### config.mk
export PLATFORM = sky130hd
export DESIGN_NAME = dac_write_iq
export DESIGN_NICKNAME = d
export VERILOG_FILES = /design/src/rtl/dac_write_iq.sv
export SDC_FILE = /design/constraint.sdc
export NUM_CORES = 1
export LEC_CHECK = 0
export ABC_AREA = 1
export ABC_CLOCK_PERIOD_IN_PS = 4000
export CAP_MARGIN = 40
export CORE_MARGIN = 4
export CORE_UTILIZATION = 30
export CTS_CLUSTER_DIAMETER = 30
export DETAILED_ROUTE_END_ITERATION = 10
export PLACE_DENSITY = 0.44
export SYNTH_ARGS = -nofsm -noshare
export SYNTH_HDL_FRONTEND = slang
export SYNTH_SLANG_ARGS = --single-unit
### constraint.sdc
create_clock -name in_clk -period 4 [get_ports in_clk]
set_input_delay 0.6 -clock in_clk [delete_from_list [all_inputs] [get_ports in_clk]]
set_output_delay 0.6 -clock in_clk [all_outputs]
set_load 0.02 [all_outputs]
### src/rtl/dac_write_iq.sv
// Dual-DAC streaming writer: beat FIFO, prefill/sync/run sequencing, interleaved IQ or independent channels.
// Optional build macro DAC_WRITE_IQ_OFFSET_BINARY_EN: invert sample MSBs at the output register.
module dac_write_iq #(
  parameter int INT_DAC_DATA_WIDTH   = 14,
  parameter int INT_FIFO_DEPTH       = 16,
  parameter int INT_PREFILL          = 4,
  parameter bit BIT_INTERLEAVED_MODE = 1'b1
) (
  input  logic                            in_clk,
  input  logic                            in_rst_n,
  input  logic                            in_enable,
  input  logic [2*INT_DAC_DATA_WIDTH-1:0] in_data,
  input  logic                            in_valid,
  output logic                            out_ready,
  output logic [INT_DAC_DATA_WIDTH-1:0]   out_data_1,
  output logic [INT_DAC_DATA_WIDTH-1:0]   out_data_2,
  output logic                            out_sel,
  output logic                            out_iqrst,
  output logic                            out_running,
  output logic                            out_underflow
);

  localparam int W         = INT_DAC_DATA_WIDTH;
  localparam int INT_PTR_W = $clog2(INT_FIFO_DEPTH);
  localparam int INT_LVL_W = INT_PTR_W + 1;

  localparam logic [INT_LVL_W-1:0] LVL_FULL    = INT_LVL_W'(INT_FIFO_DEPTH);
  localparam logic [INT_LVL_W-1:0] LVL_PREFILL = INT_LVL_W'(INT_PREFILL);
  localparam logic [INT_LVL_W-1:0] LVL_ZERO    = {INT_LVL_W{1'b0}};
  localparam logic [INT_LVL_W-1:0] LVL_ONE     = INT_LVL_W'(1);
  localparam logic [INT_PTR_W-1:0] PTR_ONE     = INT_PTR_W'(1);

  localparam logic [1:0] ST_IDLE = 2'd0;
  localparam logic [1:0] ST_SYNC = 2'd1;
  localparam logic [1:0] ST_RUN  = 2'd2;

  logic [2*W-1:0]       r_mem [INT_FIFO_DEPTH];
  logic [INT_PTR_W-1:0] r_wr_ptr;
  logic [INT_PTR_W-1:0] r_rd_ptr;
  logic [INT_LVL_W-1:0] r_level;
  logic                 r_ready;
  logic [1:0]           r_state;
  logic                 r_phase;
  logic                 r_pair;
  logic [2*W-1:0]       r_beat;
  logic [W-1:0]         r_data_1;
  logic [W-1:0]         r_data_2;
  logic                 r_sel;
  logic                 r_iqrst;
  logic                 r_underflow;

  logic                 w_push;
  logic                 w_empty;
  logic                 w_phase_ok;
  logic                 w_pop_due;
  logic                 w_pop;
  logic [INT_LVL_W-1:0] w_level_nxt;
  logic [1:0]           w_state_nxt;

  function automatic logic [W-1:0] f_fmt(input logic [W-1:0] s);
`ifdef DAC_WRITE_IQ_OFFSET_BINARY_EN
    f_fmt = {~s[W-1], s[W-2:0]};
`else
    f_fmt = s;
`endif
  endfunction

  assign w_push     = in_valid && r_ready;
  assign w_empty    = (r_level == LVL_ZERO);
  // In IQ mode a new beat is only due at the start of a pair, and exit waits for that same boundary.
  assign w_phase_ok = BIT_INTERLEAVED_MODE ? ~r_phase : 1'b1;
  assign w_pop_due  = (r_state == ST_RUN) && in_enable && w_phase_ok;
  assign w_pop      = w_pop_due && !w_empty;

  always_comb begin
    w_level_nxt = r_level;
    case ({w_push, w_pop})
      2'b10:   w_level_nxt = r_level + LVL_ONE;
      2'b01:   w_level_nxt = r_level - LVL_ONE;
      default: w_level_nxt = r_level;
    endcase
  end

  always_comb begin
    w_state_nxt = r_state;
    case (r_state)
      ST_IDLE: begin
        if (in_enable && (r_level >= LVL_PREFILL)) w_state_nxt = ST_SYNC;
        else                                       w_state_nxt = ST_IDLE;
      end
      ST_SYNC: w_state_nxt = ST_RUN;
      ST_RUN: begin
        if (!in_enable && w_phase_ok) w_state_nxt = ST_IDLE;
        else                          w_state_nxt = ST_RUN;
      end
      default: w_state_nxt = ST_IDLE;
    endcase
  end

  always_ff @(posedge in_clk) begin
    if (w_push) r_mem[r_wr_ptr] <= in_data;
  end

  always_ff @(posedge in_clk or negedge in_rst_n) begin
    if (!in_rst_n) begin
      r_wr_ptr <= {INT_PTR_W{1'b0}};
      r_rd_ptr <= {INT_PTR_W{1'b0}};
      r_level  <= LVL_ZERO;
      r_ready  <= 1'b1;
      r_state  <= ST_IDLE;
      r_beat   <= {(2*W){1'b0}};
    end else begin
      if (w_push) r_wr_ptr <= r_wr_ptr + PTR_ONE;
      if (w_pop) begin
        r_rd_ptr <= r_rd_ptr + PTR_ONE;
        r_beat   <= r_mem[r_rd_ptr];
      end
      r_level <= w_level_nxt;
      r_ready <= (w_level_nxt != LVL_FULL);
      r_state <= w_state_nxt;
    end
  end

  // Output stage trails the pop by one edge; on underflow r_beat is simply kept and re-driven.
  always_ff @(posedge in_clk or negedge in_rst_n) begin
    if (!in_rst_n) begin
      r_data_1    <= {W{1'b0}};
      r_data_2    <= {W{1'b0}};
      r_sel       <= 1'b0;
      r_iqrst     <= 1'b1;
      r_phase     <= 1'b0;
      r_pair      <= 1'b0;
      r_underflow <= 1'b0;
    end else begin
      r_iqrst <= (r_state == ST_IDLE) && (w_state_nxt == ST_IDLE);
      case (r_state)
        ST_IDLE: begin
          r_data_1    <= {W{1'b0}};
          r_data_2    <= {W{1'b0}};
          r_sel       <= 1'b0;
          r_phase     <= 1'b0;
          r_pair      <= 1'b0;
          r_underflow <= 1'b0;
        end
        ST_SYNC: begin
          r_phase <= 1'b0;
          r_pair  <= 1'b0;
        end
        ST_RUN: begin
          if (w_pop_due) begin
            r_pair <= 1'b1;
            if (w_empty) r_underflow <= 1'b1;
          end
          if (BIT_INTERLEAVED_MODE) begin
            r_data_2 <= {W{1'b0}};
            r_phase  <= ~r_phase;
            if (r_phase) begin
              r_data_1 <= f_fmt(r_beat[W-1:0]);
              r_sel    <= 1'b1;
            end else if (r_pair) begin
              r_data_1 <= f_fmt(r_beat[2*W-1:W]);
              r_sel    <= 1'b0;
            end
          end else if (r_pair) begin
            r_data_1 <= f_fmt(r_beat[W-1:0]);
            r_data_2 <= f_fmt(r_beat[2*W-1:W]);
            r_sel    <= 1'b0;
          end
        end
        default: begin
          r_phase <= 1'b0;
          r_pair  <= 1'b0;
        end
      endcase
    end
  end

  assign out_ready     = r_ready;
  assign out_data_1    = r_data_1;
  assign out_data_2    = r_data_2;
  assign out_sel       = r_sel;
  assign out_iqrst     = r_iqrst;
  assign out_running   = (r_state == ST_RUN);
  assign out_underflow = r_underflow;

endmodule
; ---- Word level (Yosys, flattened, before mapping)
; Memory sizes are Yosys's and may differ from the RTL's. A register that Yosys moved wholly into a read port is not among the register bits.
; Index checks and enable logic that the tools add are counted.
[word_totals]
register_bits = 35
mem_bits_rw = 448
input_bits = 32
output_inout_bits = 33
word_cells = 60
n_memories = 1
[mem_list]
columns = memory, depth, word_bits, read_ports, rd_clocked_by_memory_dff, wr, line_no
row1 = r_mem, 16, 28, 1, 1, 1, 37  ; logic [2*W-1:0] r_mem [INT_FIFO_DEPTH];
[op_classes]
add_sub_neg = 4
n_lt_le_gt_ge = 1
n_eq_ne = 8
mux = 18
bitwise = 1
n_reduce_logical = 16
[op_table]
columns = operator, n
row1 = $mux W14, 2
row2 = $pmux W14 S2, 1
row3 = $mux W1, 10
row4 = $pmux W5 S2, 1
row5 = $add A4 B1 Y4 const B, 2
row6 = $logic_and A1 B1 Y1, 7
row7 = $pmux W2 S3, 1
row8 = $add A5 B1 Y5 const B, 1
row9 = $ge A5 B3 Y1 const B, 1
row10 = $logic_not A5 Y1, 1
row11 = $ne A5 B5 Y1 const B, 1
row12 = $sub A5 B1 Y5 const B, 1
row13 = $eq A2 B1 Y1 const B, 2
row14 = $eq A2 B2 Y1 const B, 2
row15 = $logic_not A2 Y1, 2
row16 = $ne A2 B1 Y1 const B, 2
row17 = $pmux W1 S2, 2
row18 = $logic_not A1 Y1, 3
row19 = $ne A3 B1 Y1 const B, 1
row20 = $reduce_and A3 Y1, 1
row21 = $mux W2, 1
row22 = $reduce_and A2 Y1, 1
row23 = $reduce_bool A2 Y1, 1
row24 = $not A1 Y1, 1

; ---- Longest topological paths before layout
[logic_depth]
depth_word = 7
depth_mapped = 17
ltp_nobuf = 17

; ---- Worst setup path before layout
; Ideal clock, no wire load.
[synth_timing]
kind = register -> register
startpoint = reg r_ready (netlist: out_ready)
endpoint = mem r_mem[11][0] (netlist bit) (enable)
setup_ps = 448
arrival_ps = 2817
required_ps = 3552
path_slack_ps = 735
stages_incl_launch_ff = 3
n_path_buf = 0
synth_period_minus_slack_ps = 3265
cell_sequence = dfstp_2 -> nand2_1 -> nor3_1
[synth_between]
elab_chain_len = 3
[synth_rtl]
columns = element, line_no
row1 = from (decl), 41  ; logic r_ready;
row2 = from (signal assigned), 119  ; r_ready <= (w_level_nxt != LVL_FULL);
row3 = $logic_and A1 B1 Y1, 68  ; assign w_push = in_valid && r_ready;
row4 = $mux W1, 101  ; if (w_push) r_mem[r_wr_ptr] <= in_data;
row5 = $mux W1 (implied by the code), 101
row6 = to (decl), 37
; Every way passes these cells.

; ---- Worst setup path after layout
[layout_timing]
startpoint = reg r_state[1]
endpoint = out out_running
[layout_between]
elab_chain_len = 1
[layout_rtl]
columns = element, line_no
row1 = from (decl), 42  ; logic [1:0] r_state;
row2 = from (signal assigned), 120  ; r_state <= w_state_nxt;
row3 = $eq A2 B2 Y1, 183  ; assign out_running = (r_state == ST_RUN);
row4 = to (decl), 19  ; output logic out_running,
; Every way passes these cells.

==> summary.txt <==
Outcome
  • Status: complete, no violations

Placed design
  • Dpl cells: 2,388
  • IO buf count: 50
  • RePlAce Congestion: between 0.7 and 0.8
  • HPWL after detailed placement: 34,800 um

Synth
  • Ys flop type: edfxtp_1
  • Ys Warns: 0
  • Sequential share of the synthesized area: 74.2%
  • Largest area contributor in the synthesized netlist: edfxtp_1
  • Cell Area, Synth: about 20,000 um2
  • Number of synthesized flops with an enable pin: between 400 and 500
  • Most numerous cell in the Yosys netlist: edfxtp_1
  • Avg Inst Size Synth: 13.2 um2
  • Synth top area share: 66.4%
  • Ys async rst share: 12.3%
  • Cells after Synth: around 1,500
  • Synth cell types: 35
  • Dominant cells by area after synthesis: edfxtp_1, dfrtp_1, nor2_1, o21ai_0, o221ai_1
  • #FFs+latches synth: between 500 and 600
  • Post-synth top cells: edfxtp_1, nor2_1, o21ai_0, o221ai_1, dfrtp_1

Die
  • Row count: 95
  • # IOs: 65
  • Initial Utilization: 30.2%
  • Core ar.: 67,000 um2
  • Die W: ~270 um
  • Full die area: 71,800 um2
  • Height of the die: 268 um

Drt
  • Post-route antenna net violation count: 0
  • DRT Pass-1 Iters: 5
  • Met1 wire length: between 20,000 and 30,000 um
  • Detailed-route via count: 13,100
  • Final Routed Wirelength: 58,100 um
  • Highest routed layer: met4
  • WL met3: roughly 3700 um
  • DR vias/cell: 5.00
  • Initial detailed-routing violation count: about 1,000
  • DRC: 0
  • Routed wl met2: 25,900 um
  • Routed WL per cell: 22.2 um

STA
  • Final TNS setup: 0 ns
  • Worst-Margin Slew: 0.906 ns
  • Worst Hold Margin: between 0.3 and 0.4 ns
  • Final number of setup-violating endpoints: 0
  • Fin crit share: 70.2%
  • Max Clk Rate: 0.356 GHz
  • Slew HR: 38.9%
  • Max Slew Vio Count: 0
  • Clock Skew: 0.0236 ns
  • Crit path time final: 2.81 ns
  • Fin. Hold Viols: 0
  • RSZ-0062 raised after global routing: false

Setup path
  • Reg2reg start: r_rd_ptr[0]
  • Worst Setup SP: r_state[1]
  • Max Fanout on Critical Path: 18
  • WP data arrival: 2.21 ns
  • Crit-path max cell delay: 0.70 ns
  • Crit start category: flip-flop
  • Family with the most delay on the worst path: buffers and inverters
  • Worst setup EP type: output port
  • Setup CP Type: flip-flop to output port
  • Critical Path RT: 3.40 ns
  • R2R Setup Slk: 1.38 ns
  • Worst-path cell chain: inv_2, nor2_4, clkdlybuf4s50_1
  • Slowest CP cell: clkdlybuf4s50_1
  • Buf/Inv on CP: 2

CTS
  • CTS tree: built
  • Worst-path clk slew: 0.05 ns
  • CTS Buf Count: 119
  • Clk sink count: about 500
  • H-tree levels: 3
  • Clk_lat worst skew: ~0.66 ns
  • Root Buffer: clkbuf_16
  • Max Root-Sink Buffers: 3
  • Post-CTS resize count: 0

Global routing
  • First-pass GRT wire length: 85,700 um
  • Grt ovf: 0
  • Number of global-route vias before repair: 13,000
  • GRT Total Usage: between 10% and 20%
  • Initial antenna violation count: 0
  • Largest net degree at the start of global routing: 115

Power
  • Leakage: 8.80 nW
  • Peak supply drop: 0.426 mV
  • Power Dens Cells: a little under 900 nW/um2

Cells and area
  • Fillers: 6,353
  • Fin cells: 2,614
  • Area of the multi-input gates: 4690 um2
  • Final core utilization: between 30 and 40%
  • Fin nets: 1,676
  • Layout cells sized above 1: between 10% and 20%
  • Syn-to-layout area delta: 28.6%
  • Register area: 15,000 um2

Hold path
  • Worst Hold Class: input pin to async pin

Run
  • Max Cap Violations: 0
-- layout by cell type (no fill, tap or decap), drive strengths merged, types with 29 or more instances in the layout --
cell,count
nand3,62
o221ai,76
clkdlybuf4s50,49
dfrtp,61
clkinv,49
o22ai,37
clkbuf,141
inv,29
buf,39
nand2,50
edfxtp,448
a31oi,42
nor2,327
o21ai,251
-- state kept, by name, indices dropped and copies added, names as in the netlist --
register,count
r_state,2
out_underflow,1
r_level,5
r_mem,448
r_rd_ptr,4
out_sel,1
r_phase,1
r_pair,1
r_wr_ptr,4
out_ready,1
out_iqrst,1
out_data_1,14
r_beat,28
-- per-stage QoR --
stage               total power, mW  setup slack (ns)  cell area, um2
floorplan                      10.6             0.735           20300
global route                   23.9              1.08           26100
global placement               13.0             0.932           21800
detailed placement             13.0             0.930           21800
CTS                            23.1              1.12           26100
finish                         22.8              1.19           26100
-- final timing paths --
check,end,depth (start not counted)
min in group in_clk,out_underflow,2
max in group asynchronous,r_rd_ptr[1],3
worst min register to register,out_underflow,2
worst min-delay path,r_level[4],2
worst max register to register,r_beat[2],6
worst max-delay path,out_running,3
-- worst reg2reg max path, cell delays in order (launching register included) --
cell and delay (ns):
dfrtp_4 0.69, inv_6 0.30, buf_12 0.28, o21ai_0 0.19
o22ai_1 0.12, o21ai_0 0.73, a31oi_1 0.15
-- cell type report --
cell class	instances	area share, %
Inverter	28	0.422
Tap cell	873	4.19
Antenna cell	1	0.00960
Timing Repair Buffer	89	3.51
Clock buffer	141	12.1
Clock inverter	83	4.09
Multi-Input combinational cell	888	18.0
Sequential cell	511	57.7
-- where the power goes --
part | switching [mW] | leakage, nW | internal, mW | total (mW)
Combinational | 4.05 | 1.99 | 1.65 | 5.71
Clock | 2.96 | 2.02 | 7.01 | 9.98
Sequential | 0.505 | 4.78 | 6.62 | 7.12
-- what timing repair did --
item / CTS / global route
hold buffers: 1 / 0
setup buffers: 0 / 0
endpoints found under the hold margin: 18 / 0
setup endpoints to repair: 0 / 0
-- logic make-up (layout without fill, tap and decap cells) --
family | after synthesis | count (layout) | share of synthesized area [%]
XOR/XNOR | 8 | 8 | 0.346
other | 1 | 15 | 0.0185
flip-flops | 511 | 511 | 74.2
AND/OR/NAND/NOR | 448 | 448 | 9.15
AO/OA/AOI/OAI | 411 | 411 | 12.4
adder cells (fa/ha/maj) | 7 | 7 | 0.432
buffers and inverters | 146 | 341 | 3.52
-- metal layers --
layer  global-route usage, %  vias up
li1                        -     5967
met1                    23.5     6633
met2                    24.1      382
met3                    3.61       93
met4                    4.45        0
met5                       0        -
Note: power is estimated with default switching activity, not from simulation.
==> variant 1, RTL diff (same flow settings) <==
Register the output `out_underflow` once more, without a reset; this adds one clock of latency there. The other outputs are not delayed to match.
--- a/src/rtl/dac_write_iq.sv
+++ b/src/rtl/dac_write_iq.sv
@@ -183,3 +183,5 @@
   assign out_running   = (r_state == ST_RUN);
-  assign out_underflow = r_underflow;
+  always_ff @(posedge in_clk) begin
+    out_underflow <= r_underflow;
+  end
 
Function: same outputs for any inputs over 10 cycles, from zero or initial values and one cycle with in_rst_n low; that may be too few to reach the edited logic, so the function may still have changed.
==> variant 1 against the original RTL <==
Cell area decreased by 0.31%; non-clock buffer count increased by 8; worst setup slack improved by 15 ps; sequential share of layout area up 0.26 points; sequential cell count grew 1; wire length shrank 0.23%; global-route usage increased by 0.056 points; largest power group unchanged; synthesized area barely moved; total power shrank 2.0%; count of clock-buffer cells in the layout grew 7.
==> variant 1: results (changes against the original RTL) <==
====================================================================================
Last weighted congestion value of the routability-driven placer .......        0.789   +1.9%
Synth area leaders .................................................... sky130_fd_sc_hd__edfxtp_1, sky130_fd_sc_hd__dfrtp_1, sky130_fd_sc_hd__nor2_1
Result of the run ..................................................... complete, no violations
Met1 Resource Use GR ..................................................        23.0%   -0.52 points
Vias ..................................................................        12983   -0.70%
Metal3 WL .............................................................      3.17 mm   -15%
Nets ..................................................................         1680   +0.24%
Total detailed-routing wirelength .....................................      58.0 mm   -0.23%
Overall Global Routing Usage ..........................................        16.1%   +0.056 points
Number of inserted filler cells in the final layout ...................         6273   -1.3%
Wl on met1 ............................................................      27.0 mm   -1.1%
Class of the worst hold path .......................................... register to register
First-pass DRT Iterations .............................................            4   -1
Clock skew ............................................................      39.5 ps   +15.9 ps
Worst IR drop on VDD ..................................................   0.000418 V   -1.9%
Ratio of cells with drive above 1 in the final layout .................        16.4%   +0.62 points
Number of different library cells in the post-synthesis netlist .......           36   +2.9%
Proportion of synthesized flip-flops having asynchronous set or reset .        12.3%   -0.024 points
Leakage ...............................................................      8.79 nW   about the same
Critical Path Slowest Stage Cell ...................................... sky130_fd_sc_hd__clkdlybuf4s50_1
Via density per instance ..............................................         4.97   -0.70%
Total CTS buffers .....................................................          114   -4.2%
Share of the yosys chip area belonging to registers ...................        74.2%   about the same
Clk buf depth .........................................................            3   unchanged
N_diodes ..............................................................            0   -1
Post-synthesis cell count .............................................         1533   +0.065%
Post-detailed-placement half-perimeter wirelength .....................      33.7 mm   -3.0%
Data arrival time of the critical path ................................      2190 ps   -20 ps
Placed Cells ..........................................................         2397   +0.38%
Met2 routed wirelength ................................................      26.6 mm   +2.4%
GR Layer Usage met3 ...................................................        3.27%   -0.34 points
FF-to-FF Start ........................................................ out_ready$_DFF_PN1_
DR iter-0 viols .......................................................         1101   +5.8%
First-pass GRT wire length ............................................      86.3 mm   +0.70%
====================================================================================
[variant 1: changes by cell type in the layout (fill, tap and decap cells not counted), sizes merged]
cell / unedited run / this run
inv: 29 / 31
clkbuf: 141 / 148
clkinvlp: 10 / 6
clkinv: 49 / 40
diode: 1 / 0
bufinv: 23 / 19
buf: 39 / 47
dfxtp: 0 / 1
[variant 1: worst max-delay path, delay by kind of cell (launching register included)]
family        cells  cell delay [ps]
flops             1              440
buf+inv           2              770
simple gates      1              370
[variant 1: layout make-up]
cell class              instances  area [um^2]  share of cell area [%]
well taps                     873         1090                    4.20
clock inverters                68          926                    3.56
multi-input cells             888         4690                    18.1
inverters                      28          110                   0.424
repair buffers                 97          988                    3.80
clock buffers                 148         3110                    12.0
flip-flops and latches        512        15100                    58.0
[variant 1: worst paths after layout]
path                                                end  slack, ps  depth (start not counted)
worst min-delay path              out_underflow$_DFF_P_        380                          0
worst max-delay path                        out_running       1210                          3
min in group asynchronous        r_beat[19]$_DFFE_PN0P_        430                          2
worst max register to register  r_mem[14][20]$_DFFE_PP_       1590                          5
worst min register to register    out_underflow$_DFF_P_        380                          0
max in group asynchronous           out_iqrst$_DFF_PN1_       2950                          3
[variant 1: kinds of logic after synthesis]
group           synth area share, %
flops                          74.2
other cells                  0.0185
xor+xnor                      0.345
simple gates                   9.14
buf+inv                        3.51
compound gates                 12.4
fa+ha+maj                     0.432
[variant 1: where the power goes]
| part | total, W | switching [W] | leakage, nW | internal [W] |
|---|---|---|---|---|
| registers | 0.00707 | 0.000451 | 4.79 | 0.00662 |
| clock network | 0.00959 | 0.00292 | 1.97 | 0.00667 |
| logic | 0.00569 | 0.00402 | 2.03 | 0.00167 |
| total | 0.0223 | 0.00739 | 8.79 | 0.0150 |
==> variant 2, RTL diff (same settings) <==
Made on the original files. Add a define of `DAC_WRITE_IQ_OFFSET_BINARY_EN`.
--- a/src/rtl/dac_write_iq.sv
+++ b/src/rtl/dac_write_iq.sv
@@ -2,2 +2,4 @@
 // Optional build macro DAC_WRITE_IQ_OFFSET_BINARY_EN: invert sample MSBs at the output register.
+`define DAC_WRITE_IQ_OFFSET_BINARY_EN
+
 module dac_write_iq #(
Check against the original RTL: not equivalent (Yosys sat finds a counterexample within 10 cycles, from zero or initial values and one cycle with in_rst_n low).
==> variant 2 against the original RTL <==
Register-to-register slack gained 90 ps; non-clock buffer count grew 13; cell area shrank 0.43%; cell count is essentially flat; combinational power grew 2%; sequential power shrank 1%; wire length grew 3.2%; first-iteration DRC count shrank 12%; worst setup slack gained 64 ps; synthesized area is essentially flat; total power shrank 2.3%; sequential cell count is the same; largest cell class unchanged; largest power group unchanged.
==> variant 2: results (changes against the original RTL) <==
==============================================================================
Number of different library cells in the post-synthesis netlist .           37   +5.7%
Post-Place Cell Area ............................................   22000 um^2   +0.80%
Pin count of the biggest net entering global routing ............          142   +23%
Nets ............................................................         1681   +0.30%
Power consumed by sequential cells ..............................    0.00705 W   -1%
Post-detailed-placement half-perimeter wirelength ...............      35.3 mm   +1.7%
GR Layer Usage met3 .............................................        3.44%   -0.16 points
FF-to-FF Start .................................................. r_rd_ptr[1]$_DFFE_PN0P_
Placed Cells ....................................................         2400   +0.50%
Synthesized area per cell .......................................    13.2 um^2   about the same
Data arrival time of the critical path ..........................      2140 ps   -70 ps
P_int ...........................................................     0.0148 W   -3.5%
Hold slack final ................................................       336 ps   -63.8 ps
N_diodes ........................................................            0   -1
Ratio of cells with drive above 1 in the final layout ...........        16.5%   +0.76 points
Vias in the first global route ..................................        13195   +1.7%
Via density per instance ........................................         5.04   +0.69%
Met1 Resource Use GR ............................................        23.1%   -0.45 points
Total CTS buffers ...............................................          112   -5.9%
Worst reg2reg path endpoint ..................................... r_beat[16]$_DFFE_PN0P_
Worst IR drop on VDD ............................................   0.000656 V   +54%
Worst reg2reg setup slack .......................................      1470 ps   +90 ps
Clock skew ......................................................      24.5 ps   +0.929 ps
Last weighted congestion value of the routability-driven placer .        0.798   +3.2%
Synth area leaders .............................................. sky130_fd_sc_hd__edfxtp_1, sky130_fd_sc_hd__dfrtp_1, sky130_fd_sc_hd__nor2_1
Leakage .........................................................      8.79 nW   -0.10%
Dpl ws ..........................................................       931 ps   +1.53 ps
Mux cell area share after synthesis .............................      0.0741%   +0.074 points
Share of the synthesized area in compound gates (AO/OA/AOI/OAI) .        12.1%   -0.25 points
Most frequent cells after synthesis ............................. sky130_fd_sc_hd__edfxtp_1, sky130_fd_sc_hd__nor2_1, sky130_fd_sc_hd__o21ai_0, sky130_fd_sc_hd__o221ai_1, sky130_fd_sc_hd__dfrtp_1
Share of the yosys chip area belonging to registers .............        74.2%   about the same
Result of the run ............................................... complete, no violations
Global-route track usage on met2 ................................        26.2%   +2.1 points
DR iter-0 viols .................................................          915   -12%
==============================================================================
-- variant 2: area by class of cell --
class                   count  area (um^2)
well taps                 873         1090
repair buffers            102         1100
flip-flops and latches    511        15000
clock inverters            80          968
inverters                  29          116
multi-input cells         886         4680
fillers                  6335        41100
clock buffers             131         2960
-- variant 2: worst max path at each step --
stage,from,end,slack (ps),cells past startpoint
final,r_state[1]$_DFF_PN0_,out_running,1260,4
after global placement,in_valid,r_mem[6][19]$_DFFE_PP_,990,6
after global routing,r_state[1]$_DFF_PN0_,out_running,1160,4
after detailed placement,in_valid,r_mem[6][16]$_DFFE_PP_,930,6
after CTS,r_state[1]$_DFF_PN0_,out_running,1210,4
after floorplan,out_ready$_DFF_PN1_,r_mem[11][0]$_DFFE_PP_,790,2
-- variant 2: per-layer routing --
| metal | wire, um | up-vias |
|---|---|---|
| met5 | 0 | - |
| met2 | 27900 | 391 |
| met4 | 1530 | 0 |
| met3 | 3280 | 92 |
| li1 | - | 5966 |
| met1 | 27200 | 6706 |
